===== src/rtl/div.sv =====
// ----------------------------------------------------------------------------
// div : multi-cycle 32-bit integer divider (signed DIV / unsigned DIVU)
//
// Restoring shift-subtract divider, one quotient bit per cycle. The EX stage
// holds start_i high until it has consumed the result; dropping start_i
// returns the block to FREE, ready for the next operation.
//
// Ports
//   clk          : clock, rising-edge active
//   rst          : synchronous active-high reset
//   signed_div_i : 1 = signed division, 0 = unsigned
//   opdata1_i    : dividend
//   opdata2_i    : divisor
//   start_i      : request, held until the result is consumed
//   annul_i      : abort the in-flight operation
//   result_o     : {remainder, quotient}, 64'h0 unless ready_o
//   ready_o      : result_o valid this cycle
// ----------------------------------------------------------------------------
module div (
    input  logic        clk,
    input  logic        rst,
    input  logic        signed_div_i,
    input  logic [31:0] opdata1_i,
    input  logic [31:0] opdata2_i,
    input  logic        start_i,
    input  logic        annul_i,
    output logic [63:0] result_o,
    output logic        ready_o
);

    typedef enum logic [1:0] {FREE, BYZERO, ON, END} state_t;

    state_t      state;
    logic [5:0]  cnt;
    logic [31:0] rem;      // partial remainder
    logic [31:0] quo;      // dividend bits shifting out, quotient bits shifting in
    logic [31:0] divisor;
    logic        neg_q;    // negate quotient at the end
    logic        neg_r;    // negate remainder at the end

    logic [31:0] a_abs, b_abs;
    logic [32:0] shifted;
    logic [31:0] diff;
    logic        borrow;
    logic [31:0] rem_nxt, quo_nxt;
    logic [31:0] q_fin, r_fin;

    always_comb begin
        a_abs = (signed_div_i && opdata1_i[31]) ? (~opdata1_i + 32'd1) : opdata1_i;
        b_abs = (signed_div_i && opdata2_i[31]) ? (~opdata2_i + 32'd1) : opdata2_i;

        shifted = {rem, quo[31]};
        // 33-bit compare against the divisor: if the shifted-out top bit is
        // set the value certainly exceeds the divisor and the true difference
        // fits in 32 bits, so a 32-bit subtract is sufficient.
        borrow  = ~shifted[32] && (shifted[31:0] < divisor);
        diff    = shifted[31:0] - divisor;
        rem_nxt = borrow ? shifted[31:0] : diff;
        quo_nxt = {quo[30:0], ~borrow};

        q_fin = neg_q ? (~quo_nxt + 32'd1) : quo_nxt;
        r_fin = neg_r ? (~rem_nxt + 32'd1) : rem_nxt;
    end

    always_ff @(posedge clk) begin
        if (rst) begin
            state    <= FREE;
            cnt      <= '0;
            rem      <= '0;
            quo      <= '0;
            divisor  <= '0;
            neg_q    <= 1'b0;
            neg_r    <= 1'b0;
            result_o <= '0;
            ready_o  <= 1'b0;
        end else begin
            case (state)
                FREE: begin
                    result_o <= '0;
                    ready_o  <= 1'b0;
                    if (start_i && !annul_i) begin
                        cnt     <= '0;
                        rem     <= '0;
                        quo     <= a_abs;
                        divisor <= b_abs;
                        neg_q   <= signed_div_i && (opdata1_i[31] ^ opdata2_i[31]);
                        neg_r   <= signed_div_i && opdata1_i[31];
                        state   <= (opdata2_i == 32'd0) ? BYZERO : ON;
                    end
                end

                BYZERO: begin
                    if (annul_i) begin
                        state <= FREE;
                    end else begin
                        state    <= END;
                        result_o <= '0;
                        ready_o  <= 1'b1;
                    end
                end

                ON: begin
                    if (annul_i) begin
                        state <= FREE;
                        cnt   <= '0;
                    end else begin
                        rem <= rem_nxt;
                        quo <= quo_nxt;
                        cnt <= cnt + 6'd1;
                        if (cnt == 6'd31) begin
                            state    <= END;
                            result_o <= {r_fin, q_fin};
                            ready_o  <= 1'b1;
                        end
                    end
                end

                END: begin
                    if (!start_i) begin
                        state    <= FREE;
                        result_o <= '0;
                        ready_o  <= 1'b0;
                    end
                end

                default: state <= FREE;
            endcase
        end
    end

endmodule


===== config.mk =====
export PLATFORM = sky130hd
export DESIGN_NAME = div
export DESIGN_NICKNAME = d
export VERILOG_FILES = /design/src/rtl/div.sv
export SDC_FILE = /design/constraint.sdc
export NUM_CORES = 1
export LEC_CHECK = 0
export BUFFER_PORTS_ARGS = -buffer_cell sky130_fd_sc_hd__buf_2
export CAP_MARGIN = 20
export CORE_ASPECT_RATIO = 0.9
export CORE_MARGIN = 2
export CORE_UTILIZATION = 56
export DETAILED_ROUTE_END_ITERATION = 10
export GPL_ROUTABILITY_DRIVEN = 0
export GPL_TIMING_DRIVEN = 0
export HOLD_SLACK_MARGIN = 0.02
export PLACE_DENSITY_LB_ADDON = 0.05
export SYNTH_ARGS = -nofsm -noshare
export SYNTH_HDL_FRONTEND = slang
export SYNTH_SLANG_ARGS = --single-unit

===== constraint.sdc =====
create_clock -name clk -period 5.45 [get_ports clk]
set_input_delay 0.2725 -clock clk [delete_from_list [all_inputs] [get_ports clk]]
set_output_delay 0.2725 -clock clk [all_outputs]
set_load 0.01 [all_outputs]

# Yosys cells after proc, flatten, opt, wreduce, memory -nomap -nowiden
# Index checks and enable logic that the tools add are counted.
[classes]
n_eq_ne = 10
n_shift = 0
n_div = 0
bitwise = 7
addsub = 6
n_reduce_logical = 14
mux = 31
n_mul = 0
magnitude_cmp = 1
[ops]
columns = ["operator", "n"]
rows = [
  ["$mux 32", 9],
  ["$mux 64", 4],
  ["$pmux 64 s4", 1],
  ["$add 32x1->32 const B", 4],
  ["$not 32->32", 4],
  ["$pmux 32 s2", 2],
  ["$logic_not 32->1", 1],
  ["$lt 32x32->1", 1],
  ["$sub 32x32->32", 1],
  ["$mux 2", 6],
  ["$mux 6", 2],
  ["$pmux 6 s2", 1],
  ["$ne 2x2->1 const B", 5],
  ["$pmux 2 s4", 1],
  ["$add 6x1->6 const B", 1],
  ["$eq 6x5->1 const B", 1],
  ["$reduce_and 3->1", 2],
  ["$logic_and 1x1->1", 5],
  ["$eq 2x2->1 const B", 2],
  ["$mux 1", 4],
  ["$pmux 1 s4", 1],
  ["$reduce_and 2->1", 2],
  ["$reduce_and 4->1", 1],
  ["$ne 3x3->1 const B", 1],
  ["other kinds (6)", 7],
]
[totals]
out_inout_bits = 65
in_bits = 69
romBits = 0
memories = 0
latchBits = 0
ramBits = 0
reg_bits = 171
wordCells = 78

# Logic depth before layout (Yosys ltp)
# Gate-level depths: netlist of the first run.
[logic_depth]
depth_word = 9
depth_mapped = 25
ltp_nobuf = 21

# Worst setup path after synthesis of the first run
# Ideal clock, no wire load.
[synth_timing]
path_kind = "reg-to-reg"
from = "register quo[31]"
to = "register result_o[58]"
t_required_ns = 5.324
path_stages_with_launch = 25
setup_slack_ns = 0.582
setup_time_ns = 0.126
path_buffers = 4
arrival_time_ns = 4.743
cell_sequence = "dfxtp_1 > inv_1 > ha_1 > inv_1 > fa_1 > a211o_1 > a211o_1 > and4_4 > o21ai_4 > nand2_4 > buf_6 > buf_2 > buf_2 > buf_2 > nor2_1 > a21oi_1 > inv_1 > ha_1 > inv_1 > nor4_1 > nor4b_1 > o221ai_4 > o41ai_2 > xor2_1 > o21ai_1"
[synth_between]
elab_chain_len = 9
elab_cells_between_ends = 10
cone_classes = "add/sub: 2; order compare: 1; mux: 5; bitwise: 1; reduce/logical: 1"
[synth_lines]
columns = ["item", "line", "source"]
rows = [
  ["start, declared", "36", "logic [31:0] quo;"],
  ["start signal, assigned", "84", "quo <= a_abs;"],
  ["start signal, assigned", "108", "quo <= quo_nxt;"],
  ["$lt 32x32->1", "56", "borrow = ~shifted[32] && (shifted[31:0] < divisor);"],
  ["$logic_and 1x1->1", "56", ""],
  ["$mux 32 *", "58", "rem_nxt = borrow ? shifted[31:0] : diff;"],
  ["$not 32->32", "62", "r_fin = neg_r ? (~rem_nxt + 32'd1) : rem_nxt;"],
  ["$add 32x1->32", "62", ""],
  ["$mux 32 *", "62", ""],
  ["$mux 64 *", "110", "if (cnt == 6'd31) begin"],
  ["$mux 64 *", "103", "if (annul_i) begin"],
  ["$pmux 64 s4 *", "77", "case (state)"],
  ["end signal, assigned", "112", "result_o <= {r_fin, q_fin};"],
  ["end, declared", "27", "output logic [63:0] result_o,"],
]
# Every way passes the cells marked *; elsewhere a longest branch is shown, timed or not. The select of a mux whose other input is x is not followed.
# A chain may end at the register's enable or synchronous reset.

# Worst setup path in the final report of the first run
[layout_timing]
from = "register quo[31]"
to = "register result_o[60]"
# The elaborated chain is that of the path after synthesis.

==> flow_summary.json, run 1 <==
{
  "route.met2.wl_um": 17270,
  "io_pins": 134,
  "portBuffers": 131,
  "placeableCoreArea_um2": 21020,
  "combPwrFrac_pct": 56.4,
  "area_growth_pct": 14.62,
  "clk_pin_slew_ns": 0.07,
  "cts_hold_buf": 0,
  "worstSetupEndpointType": "register",
  "setup_violations": 0,
  "grt_pass1_wl_um": 62550,
  "grt_max_degree": 20,
  "min_from": "opdata2_i[1]",
  "synth_cell_type_count": 97,
  "power_switching_w": 0.003247,
  "ys_ff_latch": 171,
  "p_sw_share_pct": 48.17,
  "power_frac_seq_pct": 23.9,
  "skew_ns": 0.009661,
  "die_w_um": 158.9,
  "power.total_w": 0.006740,
  "drive_above_1_share_pct": 13.28,
  "async_flop_share_pct": 0,
  "die_y_um": 143.4,
  "final_nets": 1883,
  "ant_nets": 0,
  "cts.sinks": 171,
  "worst-endpoint-arrival_ns": 5.62,
  "hold_class": "in -> reg",
  "clkLatencyLatePin_ns": 0.44,
  "whs_ns": 0.1311,
  "period_needed_ns": 5.301,
  "gr-total-overflow": 0,
  "clkPwrFrac_pct": 19.8,
  "drtIter0Drc": 1378,
  "r2r_slack_ns": 0.15,
  "crit_fanout": 19,
  "max_freq_mhz": 188.7,
  "cts_tree": "yes",
  "seq_area_frac_synth_pct": 28.31,
  "syn-num-nets": 1726,
  "cts_root_buf": "clkbuf_16",
  "reg2reg_from": "quo[31]",
  "diodes": 0,
  "synth_edf_count": 0,
  "drc_errors": 0,
  "worstMarginPinSlew_ns": 1.149,
  "antenna_found_initial": 0,
  "synth-main-ff-cell": "dfxtp_1",
  "wl_met1_um": 17690,
  "numCtsBuffers": 17,
  "num_rows": 50,
  "run_status": "finished clean",
  "initial_core_util_pct": 57.52,
  "yosys_warnings": 0,
  "syn_area_um2": 12090,
  "drt_wl_total_um": 40970,
  "final_max_slew_viol_count": 0,
  "die_area_um2": 22780,
  "routedWlPerCell_um": 19.79,
  "dr.pass1.iters": 6,
  "cts_max_path_buffers": 2,
  "top_layer": "met4",
  "p_int_w": 0.003493,
  "syn_inst": 1615,
  "critPathRequiredTime_ns": 5.77,
  "grt_pass1_vias": 11490,
  "whs_path_depth": 3,
  "power.leakage_nw": 5.525,
  "syn_avg_cell_area_um2": 7.487,
  "grt_setup_unrepaired": "no",
  "power_density_nw_per_um2": 486.3,
  "vias_per_cell": 6.255,
  "slew_headroom_pct": 23.31,
  "critPathLaunch": "quo[31]",
  "finalHoldViolCount": 0,
  "critPathKind": "reg -> reg",
  "groute.usage.overall_pct": 34.74,
  "vias": 12950,
  "reg2reg_depth": 23,
  "htree_levels": 4,
  "met3_length_um": 4760,
  "cap_violations": 0,
  "critPathLaunchType": "register",
  "irDropWorstVdd_mv": 0.2556,
  "hpwl_um": 31760,
  "fin_crit_sh_pct": 97.26
}
## Yosys cell counts (all sizes together), types with 4 or more instances
| master | number | area share (%) |
|---|---|---|
| a21oi | 135 | 5.6 |
| o31ai | 24 | 1.8 |
| nand3 | 22 | 0.91 |
| nand3b | 6 | 0.37 |
| or2 | 8 | 0.41 |
| dfxtp | 171 | 28 |
| and3 | 18 | 0.93 |
| nor3b | 7 | 0.43 |
| xnor2 | 70 | 5.1 |
| o2111ai | 5 | 0.36 |
| nand4 | 12 | 0.62 |
| a31oi | 12 | 0.72 |
| and2 | 14 | 0.72 |
| nor3 | 27 | 1.1 |
| a211oi | 34 | 2.1 |
| nor4 | 16 | 1.1 |
| nand2b | 11 | 0.57 |
| o211ai | 25 | 1.6 |
| o21ai | 102 | 4.3 |
| mux2 | 9 | 0.87 |
| ha | 41 | 4.2 |
| or3 | 18 | 0.93 |
| inv | 63 | 2.0 |
| o21a | 6 | 0.43 |
| nor2b | 4 | 0.21 |
| a21o | 11 | 0.68 |
| clkbuf | 75 | 2.3 |
| and4 | 6 | 0.46 |
| or4 | 15 | 0.96 |
| o311ai | 4 | 0.35 |
| buf | 22 | 0.87 |
| a311oi | 6 | 0.43 |
| mux2i | 14 | 1.2 |
| nand2 | 207 | 6.5 |
| o41ai | 17 | 1.6 |
| nor2 | 206 | 6.4 |
| a22oi | 52 | 3.2 |
| xor2 | 56 | 4.1 |
## path summary, 6_finish.rpt
| kind | endpoint |
|---|---|
| worst min-delay path | divisor[1] |
| worst min register to register | result_o[60] |
| worst max-delay path | result_o[60] |
| worst max register to register | result_o[60] |
## timing repair
item,4_1_cts,5_1_grt
endpoints found under the setup margin,11,11
setup buffers,3,3
pin swaps,4,3
gates resized for setup,6,8
endpoints found under the hold margin,0,0
## kinds of logic after synthesis
| family | synth area share, % |
|---|---|
| buf+inv | 5.153 |
| flops | 28.31 |
| compound gates | 27.42 |
| xor+xnor | 9.127 |
| simple gates | 23.55 |
| mux | 2.028 |
| fa+ha+maj | 4.408 |
## state kept, by name, summed over array words and instances, names as in the netlist
signal    count
quo          32
divisor      32
neg_r         1
state         2
rem          32
cnt           6
ready_o       1
neg_q         1
result_o     64
## routing by layer
metal | GRT usage, % | up-vias
met3 | 9.149 | 112
met2 | 52.40 | 706
met5 | 0 | -
met1 | 48.43 | 6007
met4 | 11.34 | 0
li1 | - | 6122
## power groups by stage
stage / Clock (W) / Sequential, W / Combinational (W)
after global routing: 0.00139 / 0.00162 / 0.00405
after floorplan: 0 / 0.00157 / 0.00250
after CTS: 0.00134 / 0.00159 / 0.00357
final: 0.00133 / 0.00161 / 0.00380
after global placement: 0 / 0.00161 / 0.00341
after detailed placement: 0 / 0.00162 / 0.00346
## cells in the final DEF (no fill, tap or decap), types with 6 or more instances in the layout
master     count
o31ai_1       19
xnor2_1       70
dfxtp_1      171
or2_2          6
or4_1         14
a311oi_1       6
a21o_1        11
and2_1        14
clkbuf_1      75
ha_1          41
buf_4          7
inv_6          6
o211ai_1      24
mux2i_1       14
nand3b_1       6
nand3_1       22
nor2_1       206
buf_2        140
nand4_1       12
buf_1          9
nor4_1        12
xor2_1        56
a21oi_1      135
a22oi_1       52
nor3b_1        7
a211oi_1      34
nand2_1      206
and3_1        18
or3_1         18
a31oi_1       10
nand2b_1      11
inv_1         62
clkbuf_16     17
o21ai_1       11
nor3_1        27
o21ai_0       89
mux2_2         8
o41ai_1       12
## metrics by stage
stage	setup slack [ns]	cell area [um2]	cells	utilization (%)	TNS, ns
finish	0.1494	13860	2070	65.93	0
global route	0.02421	13860	2070	65.93	0
CTS	0.01392	13800	2066	65.65	0
detailed placement	-0.4415	13110	2033	62.36	-2.177
global placement	-0.4070	13110	2032	62.35	-1.945
floorplan	0.5816	12090	1615	-	0
## critical path, cell delays in order (launching register included)
cell and delay, ns:
dfxtp_1 0.35, inv_1 0.07, ha_1 0.18, inv_1 0.06, fa_2 0.38, a211o_1 0.31, a211o_1 0.33, and4_4 0.22
o21ai_4 0.23, nand2_4 0.13, buf_6 0.21, buf_4 0.22, clkbuf_4 0.23, nor2_1 0.11, a21oi_1 0.11, inv_1 0.09
ha_1 0.20, inv_1 0.12, nor4_4 0.28, nor4b_4 0.34, o221ai_4 0.25, o41ai_4 0.40, xor2_1 0.27, o21ai_1 0.08
## layout make-up
cell class                 count  area, um2
multi-input combinational   1284       8114
fill                        1943       7161
sequential                   171       3423
timing repair buffer         140      716.9
clock buffer                  17      425.4
buffer                        95      382.9
tap                          286      357.8
inverter                      63      236.5
clock inverter                14      202.7
Note: power is estimated with default switching activity, not from simulation.
==> run 2, diff against run 1 <==
- ABC_AREA: not set -> 1
- RECOVER_POWER: not set -> 25
- clock period: 5.45 -> 5 ns (I/O delays scaled with it)
==> flow_summary.json, run 2 <==
{
  "run_status": "finished clean",
  "clk_pin_slew_ns": 0.07,
  "r2r_slack_ns": 0.45,
  "clkPwrFrac_pct": 19.9,
  "most-common-layout-cells": "nand2_1 (622), inv_1 (257), a21oi_1 (227), nor2_1 (176), dfxtp_1 (170)",
  "cpPeakStageDelay_ns": 0.43,
  "nFillCells": 2195,
  "setup_violations": 0,
  "power_density_nw_per_um2": 493.3,
  "cts_tree": "yes",
  "drc_errors": 0,
  "antenna_found_initial": 0,
  "whs_ns": 0.1235,
  "largest_reg_flops": 64,
  "power_switching_w": 0.003445,
  "worstMarginPinSlew_ns": 0.7478,
  "ant_nets": 0,
  "syn_avg_cell_area_um2": 6.100,
  "worstSetupEndpointType": "register",
  "area_growth_pct": 12.55,
  "combPwrFrac_pct": 54.7,
  "p_int_w": 0.003494,
  "slew_headroom_pct": 50.15,
  "syn_inst": 2049,
  "synth_edf_count": 0,
  "synth-main-ff-cell": "dfxtp_1",
  "cap_violations": 0,
  "critPathRequiredTime_ns": 5.32,
  "cts_max_path_buffers": 2,
  "fin_ws_ns": 0.4515,
  "initial_core_util_pct": 57.44,
  "num_rows": 51,
  "power_frac_seq_pct": 25.4,
  "ys_ff_latch": 171,
  "syn-num-nets": 2160,
  "cpMostUsedCell": "nand2_1",
  "grt_setup_unrepaired": "no",
  "crit_fanout": 10,
  "clkLatencyLatePin_ns": 0.44,
  "numCtsBuffers": 17,
  "utilization_pct": 64.65,
  "worst-endpoint-arrival_ns": 4.86,
  "grt_pass1_vias": 12050,
  "cp_slowest_cell": "fa_1",
  "die_area_um2": 23530,
  "cts.sinks": 171,
  "placeableCoreArea_um2": 21760,
  "pre_cts_slack_ns": 0.4421,
  "die_y_um": 145.7,
  "grt_pass1_wl_um": 62650,
  "syn_area_um2": 12500,
  "hpwl_um": 31890,
  "grt_max_degree": 17,
  "cts_root_buf": "clkbuf_16",
  "p_sw_share_pct": 49.64,
  "skew_ns": 0.01009,
  "drtIter0Drc": 1400,
  "diodes": 0,
  "period_needed_ns": 4.549,
  "fin_crit_sh_pct": 90.97,
  "final_common_cell": "nand2_1",
  "groute.usage.overall_pct": 33.42,
  "regMostFlops": "result_o",
  "gr-total-overflow": 0,
  "vias": 13770,
  "cp_num_buf_inv": 5,
  "synth_top_cell_by_area": "dfxtp_1",
  "final_nets": 2312,
  "async_flop_share_pct": 0,
  "routedWlPerCell_um": 15.85,
  "power.leakage_nw": 6.562,
  "synth_cell_type_count": 54,
  "drive_above_1_share_pct": 8.175,
  "synth_area_leaders": "dfxtp_1 (27%), nand2_1 (19%), a21oi_1 (9.1%), inv_1 (7.7%), nor2_1 (5.3%)",
  "htree_levels": 4,
  "yosys_warnings": 0,
  "synth_top_area_share_pct": 27.39,
  "hold_class": "in -> reg",
  "critPathKind": "reg -> reg",
  "cts_setup_buffers": 0,
  "drt_wl_total_um": 39700,
  "finalHoldViolCount": 0,
  "critPathLaunchType": "register",
  "synth_most_common_cell": "nand2_1",
  "dr.pass1.iters": 5,
  "tns_ns": 0,
  "critPathTopFamily": "simple AND/OR/NAND/NOR gates",
  "portBuffers": 133,
  "irDropWorstVdd_mv": 0.2731,
  "seq_area_frac_synth_pct": 27.39,
  "ys_top_cells_by_count": "nand2_1 (622), inv_1 (257), a21oi_1 (227)",
  "max_freq_mhz": 219.9,
  "power.total_w": 0.006939,
  "die_w_um": 161.5,
  "final_max_slew_viol_count": 0,
  "vias_per_cell": 5.496,
  "io_pins": 134
}
## run 2: worst register-to-register path, delay by kind of cell, from the launching register on
kind	cells	cell delay, ns
adder cells (fa/ha/maj)	3	0.80
AO/OA/AOI/OAI	5	0.92
buffers and inverters	5	0.72
AND/OR/NAND/NOR	15	1.65
flip-flops	1	0.32
## run 2: final timing paths
kind,from,end,cells after the start
hold / removal,opdata2_i[4],divisor[4],3
setup / recovery,quo[31],result_o[26],28
setup reg to reg,quo[31],result_o[26],28
hold reg to reg,result_o[28],result_o[28],2
## run 2: logic make-up (layout without fill, tap and decap cells)
kind of cell    count (synthesis)  count (layout)  share of synthesized area, %
compound gates                397             397                         17.71
xor+xnor                       71              71                         4.975
fa+ha+maj                      42              42                         4.264
buf+inv                       344             509                         10.80
flops                         171             171                         27.39
simple gates                 1024            1024                         34.86
## run 2: what timing repair did
item                                    CTS  global route
endpoints found under the setup margin    0             3
resized for setup                         0             3
endpoints found under the hold margin     0             0
hold buffers                              0             0
## run 2: per-stage QoR
step | cell area, um2 | instances
after global routing | 14070 | 2505
after global placement | 13530 | 2473
after floorplan | 12500 | 2049
final | 14070 | 2505
after detailed placement | 13530 | 2473
after CTS | 14130 | 2505
## run 2: layout make-up
class / count / area, um2 / share of cell area (%)
Multi-Input combinational cell: 1534 / 7737 / 55.00
Inverter: 267 / 1002 / 7.124
Buffer: 77 / 347.8 / 2.472
Clock buffer: 18 / 439.2 / 3.122
Sequential cell: 171 / 3425 / 24.34
Clock inverter: 14 / 160.2 / 1.138
Timing Repair Buffer: 133 / 593.1 / 4.216
Tap cell: 291 / 364.1 / 2.588
## run 2: power by group through the flow
stage	sequential, W	clock (W)	combinational, W
global placement	0.00177	0	0.00364
detailed placement	0.00178	0	0.00369
floorplan	0.00175	0	0.00274
CTS	0.00175	0.00137	0.00372
global route	0.00179	0.00144	0.00422
finish	0.00176	0.00138	0.00380
## run 2: metal layers
| metal | vias to the layer above | wire (um) | track usage (%) |
|---|---|---|---|
| met5 | - | 0 | 0 |
| met4 | 0 | 994 | 10.63 |
| met3 | 71 | 3213 | 5.500 |
| met2 | 558 | 16780 | 50.19 |
| met1 | 6207 | 18710 | 48.77 |
| li1 | 6932 | - | - |
